[config.mk]
export PLATFORM = sky130hd
export DESIGN_NAME = shift_add_mul
export DESIGN_NICKNAME = d
export VERILOG_FILES = /design/src/rtl/mul_pkg.sv /design/src/rtl/mul_add_stage.sv /design/src/rtl/shift_add_mul.sv
export SDC_FILE = /design/constraint.sdc
export NUM_CORES = 1
export LEC_CHECK = 0
export ABC_AREA = 1
export ABC_CLOCK_PERIOD_IN_PS = 2900
export CORE_AREA = 2 2 41 81
export DETAILED_ROUTE_END_ITERATION = 10
export DIE_AREA = 0 0 43 83
export SETUP_SLACK_MARGIN = 0.5
export SYNTH_ARGS = -nofsm -noshare
export SYNTH_HDL_FRONTEND = slang
export SYNTH_SLANG_ARGS = --single-unit
[constraint.sdc]
create_clock -name clk -period 2.9 [get_ports clk]
set_input_delay 0.87 -clock clk [delete_from_list [all_inputs] [get_ports clk]]
set_output_delay 0.87 -clock clk [all_outputs]
set_load 0.01 [all_outputs]
[src/rtl/mul_pkg.sv]
// Shared definitions for the shift-add multiplier: FSM state type and default width.
// Latency: n/a (definitions only).
// Backpressure: n/a.
package mul_pkg;

  // Default operand width; the product is twice this wide.
  localparam int MUL_WIDTH_DEF = 4;

  // Multiplier control states.
  typedef enum logic [1:0] {
    IDLE = 2'd0,
    RUN  = 2'd1,
    DONE = 2'd2
  } mul_state_t;

endpackage

[src/rtl/mul_add_stage.sv]
// WIDTH-bit ripple-carry adder built from a chain of full-adder cells.
// Latency: combinational, 0 cycles.
// Backpressure: none (pure function of its inputs).
//
// Ports:
//   x, y  : WIDTH-bit addends
//   cin   : carry into bit 0
//   s     : WIDTH-bit sum
//   cout  : carry out of the top bit
module mul_add_stage
  import mul_pkg::*;
#(
  parameter int WIDTH = MUL_WIDTH_DEF
) (
  input  logic [WIDTH-1:0] x,
  input  logic [WIDTH-1:0] y,
  input  logic             cin,
  output logic [WIDTH-1:0] s,
  output logic             cout
);

  // c[i] is the carry into bit i; c[WIDTH] leaves the top cell.
  logic [WIDTH:0] c;

  assign c[0] = cin;

  for (genvar i = 0; i < WIDTH; i++) begin : g_fa
    assign s[i]   = x[i] ^ y[i] ^ c[i];
    assign c[i+1] = (x[i] & y[i]) | (x[i] & c[i]) | (y[i] & c[i]);
  end

  assign cout = c[WIDTH];

endmodule

[src/rtl/shift_add_mul.sv]
// Sequential unsigned multiplier: one shift-add step per cycle, one job at a time.
// Latency: out_valid rises WIDTH+1 edges after acceptance (counting the accepting edge);
//          with MUL_ZERO_BYPASS_EN a zero operand goes straight to DONE (1 edge).
// Backpressure: product and out_valid hold in DONE until out_ready; in_ready is low
//          from acceptance until one cycle after the handoff.
//
// Ports:
//   clk, rst_n           : clock, asynchronous active-low reset
//   in_valid / in_ready  : operand handshake, a (multiplicand) and b (multiplier)
//   out_valid / out_ready: product handshake
//   product              : 2*WIDTH-bit registered result, = {hi, mplier}
// Optional feature macro: MUL_ZERO_BYPASS_EN (zero-operand shortcut).
module shift_add_mul
  import mul_pkg::*;
#(
  parameter int WIDTH = MUL_WIDTH_DEF
) (
  input  logic               clk,
  input  logic               rst_n,
  input  logic               in_valid,
  output logic               in_ready,
  input  logic [WIDTH-1:0]   a,
  input  logic [WIDTH-1:0]   b,
  output logic               out_valid,
  input  logic               out_ready,
  output logic [2*WIDTH-1:0] product
);

  localparam int CW = $clog2(WIDTH + 1);

  mul_state_t       state, state_nxt;
  logic [WIDTH-1:0] mcand;
  logic [WIDTH-1:0] mplier;
  logic [WIDTH-1:0] hi;
  logic [CW-1:0]    cnt;

  logic [WIDTH-1:0] addend;
  logic [WIDTH-1:0] sum;
  logic             carry;
  logic             zero_op;
  logic             last_step;

`ifdef MUL_ZERO_BYPASS_EN
  assign zero_op = (a == '0) || (b == '0);
`else
  assign zero_op = 1'b0;
`endif

  // The counter reaches WIDTH-1 on the final RUN cycle, so it never wraps.
  assign last_step = (cnt == CW'(WIDTH - 1));

  // Partial product for this step: add the multiplicand only when the
  // current multiplier LSB is set.
  assign addend = mplier[0] ? mcand : '0;

  mul_add_stage #(.WIDTH(WIDTH)) u_add (
    .x   (hi),
    .y   (addend),
    .cin (1'b0),
    .s   (sum),
    .cout(carry)
  );

  // State register.
  always_ff @(posedge clk or negedge rst_n) begin
    if (!rst_n) state <= IDLE;
    else        state <= state_nxt;
  end

  // Next-state logic. in_valid is only looked at in IDLE, so a handoff in
  // DONE can never overlap with a new acceptance.
  always_comb begin
    state_nxt = state;
    case (state)
      IDLE:    if (in_valid)  state_nxt = zero_op ? DONE : RUN;
      RUN:     if (last_step) state_nxt = DONE;
      DONE:    if (out_ready) state_nxt = IDLE;
      default:                state_nxt = IDLE;
    endcase
  end

  // Handshake outputs decoded from the registered state only.
  always_comb begin
    in_ready  = (state == IDLE);
    out_valid = (state == DONE);
  end

  // Datapath. The accumulator {hi, mplier} shifts right each step: the new
  // sum bits enter at the top while consumed multiplier bits drop out the
  // bottom, leaving the full product in place after WIDTH steps.
  always_ff @(posedge clk or negedge rst_n) begin
    if (!rst_n) begin
      mcand  <= '0;
      mplier <= '0;
      hi     <= '0;
      cnt    <= '0;
    end else if (state == IDLE && in_valid) begin
      mcand  <= a;
      mplier <= zero_op ? '0 : b;
      hi     <= '0;
      cnt    <= '0;
    end else if (state == RUN) begin
      hi     <= {carry, sum[WIDTH-1:1]};
      mplier <= {sum[0], mplier[WIDTH-1:1]};
      cnt    <= cnt + 1'b1;
    end
  end

  assign product = {hi, mplier};

endmodule

==> flow_summary.yaml <==
global_routing:
  grt_antenna_before_repair: 0
  grtUsageTotal_pct: 11.0
  grt_pass1_wl_um: 3090
  grt_pass1_vias: 710
  grt_start_max_net_pins: 18
  grt_overflow: 0
cells_and_area:
  final_common_cell: "nand2_1"
  final_cell_mix: "33 x nand2_1, 21 x clkdlybuf4s50_1, 16 x dfrtp_1, 11 x inv_1, 11 x nand3_1"
  postLayoutCellArea_mm2: 0.00114
  drive_gt1_share_pct: 12.8
  diodes: 0
  syn_to_final_growth_pct: 32.1
  final_nets: 136
power:
  ir_drop_uv: 475
  p_leak_nw: 0.552
  total_power_mw: 1.08
  p_per_area_mw_per_mm2: 944
status:
  status: "finished clean"
timing:
  clock.fmax_mhz: 436
  setup_viol: 0
  fin_worst_skew_ps: 6.70
  final_hold_viol_count: 0
  slew_headroom_pct: 48.4
  slew_viol_final: 0
  tightestPinTransition_ps: 771
  rsz0062_at_grt: "false"
  hold_ws_ps: 479
  period_needed_ps: 2290
  setup_ws_ps: 607
  fin_crit_sh_pct: 79.1
  final.setup.tns_ps: 0
setup_path:
  cp_max_fo: 4
  slowest_delay_ps: 530
  r2r-start: "mplier[0]$_DFFE_PN0P_"
  path_cells: "inv_1 > nand2_1 > inv_1 > clkdlybuf4s50_1"
  slowest_stage: "clkdlybuf4s50_1"
  r2r_end: "hi[2]$_DFFE_PN0P_"
  worstSetupEndpoint: "out_valid"
  arrival_ps: 1420
  setup.worst_path.end_class: "output port"
  critPathRequiredTime_ps: 2030
  reg2reg_slack_ps: 830
  rr_worst_depth: 10
  critical_path_class: "reg -> out"
  startpoint: "state[0]$_DFFE_PN0P_"
  cp_common_cell: "inv_1"
  cp-start-kind: "flop"
logic_synthesis:
  synth_area_leader_cell: "dfrtp_1"
  synth_simple_gate_area_share_pct: 25.1
  synthAdderAreaFrac_pct: 11.3
  synth_top_family_by_area: "simple AND/OR/NAND/NOR gates"
  ys_types: 16
  synthTopCellsByArea: "dfrtp_1 49%, nand2_1 14%, fa_1 6.9%, nand3_1 6.4%, inv_1 4.8%"
  synth_compound_area_share_pct: 6.36
  syn_nets: 111
  yosysSeqAreaShare_pct: 49.1
  synth_mux_area_share_pct: 0
  synth_top_area_share_pct: 49.1
  yosysWarningCount: 0
  synthXorXnorAreaFrac_pct: 0
  ys_ff_latch: 17
  synth.avg_cell_area_um2: 9.31
  syn_area_um2: 866
  postSynthCellCount: 93
placed_design:
  gp_congestion: 0.777
  place_hpwl_um: 1420
  portBuffers: 21
  place_ws_ps: 680
  dpl-instance-area_mm2: 0.00109
route:
  wl_per_cell_um: 12.1
  via_per_inst: 4.74
  drt-initial-drc-count: 33
  wirelength_um: 1780
  vias: 697
  drc_errors: 0
  detail_route.first_pass.iterations: 4
  ant_nets: 0
clock_tree:
  clkLatencyLatePin_ps: 250
  cts_buffer_depth: 2
  root_buffer: "clkbuf_8"
  cts_tree: "yes"
  clock-sinks: 17
  cts_made_buffers: 3
  hold_buffers: 0
  h-tree-depth: 1
  cts.clk_slew.worst_paths_ps: 70
floorplan:
  start_util_pct: 29.4
  dieArea_mm2: 0.00357
  std_cell_rows: 28
  io_pins: 22
  die_x_um: 43
  core_area_mm2: 0.00294
  die_h_um: 83
job:
  max-cap-violations: 0
worst_hold_path:
  hold_class: "reg -> reg"
where the power goes:
| part | internal (mW) | leakage (nW) | switching, mW |
|---|---|---|---|
| logic | 0.224 | 0.310 | 0.254 |
| registers | 0.337 | 0.216 | 0.0902 |
| clock network | 0.0952 | 0.0255 | 0.0795 |
| total | 0.656 | 0.552 | 0.424 |
Yosys cell counts, drive strengths merged:
master  instances
ha              3
buf             1
inv            12
clkbuf          1
nor2            1
o21ai           8
nand2          35
dfrtp          17
nand3          12
fa              3
final cells by class:
type / count / area, µm²
repair buffers: 22 / 218
flip-flops and latches: 17 / 427
well taps: 30 / 37.5
multi-input cells: 62 / 370
clock buffers: 3 / 41.3
fillers: 327 / 1800
inverters: 12 / 45.0
clock inverters: 1 / 5.00
registers in the layout, summed over array words and instances, names as in the netlist:
name,count
state,2
cnt,3
mcand,4
mplier,4
hi,4
what timing repair did:
item,in CTS,in global routing
buffers inserted,1,0
resized for setup,0,1
setup endpoints to repair,1,1
pin swaps,1,0
metal layers:
layer	track usage, %	vias up	wire length (µm)
li1	-	338	-
met1	12.2	335	644
met2	20.2	20	1020
met3	1.52	4	81
met4	4.13	0	31
met5	0	-	0
per-stage QoR:
stage | utilization [%] | std cells
2_1_floorplan | - | 93
3_3_place_gp | 37.0 | 142
3_5_place_dp | 37.0 | 142
4_1_cts | 38.8 | 147
5_1_grt | 38.9 | 147
6_report | 38.9 | 147
critical path: cells and delay by family (launching register included):
kind | cells | cell delay [ps]
DFF | 1 | 470
buffers and inverters | 3 | 650
and+or+nand+nor | 1 | 50
worst min-delay path by stage:
stage	startpoint	end	slack (ps)	depth (start not counted)
4_1_cts	mcand[3]$_DFFE_PN0P_	mcand[3]$_DFFE_PN0P_	480	2
3_3_place_gp	mcand[3]$_DFFE_PN0P_	mcand[3]$_DFFE_PN0P_	460	2
3_5_place_dp	mcand[3]$_DFFE_PN0P_	mcand[3]$_DFFE_PN0P_	470	2
2_1_floorplan	mcand[3]$_DFFE_PN0P_	mcand[3]$_DFFE_PN0P_	440	2
6_report	mcand[2]$_DFFE_PN0P_	mcand[2]$_DFFE_PN0P_	480	2
5_1_grt	mcand[3]$_DFFE_PN0P_	mcand[3]$_DFFE_PN0P_	510	2
logic make-up (layout without fill, tap and decap cells):
| kind of cell | count (synthesis) | count (layout) |
|---|---|---|
| simple gates | 48 | 48 |
| flops | 17 | 17 |
| compound gates | 8 | 8 |
| buf+inv | 14 | 38 |
| fa+ha+maj | 6 | 6 |
Power figures use the tool's default switching activity.
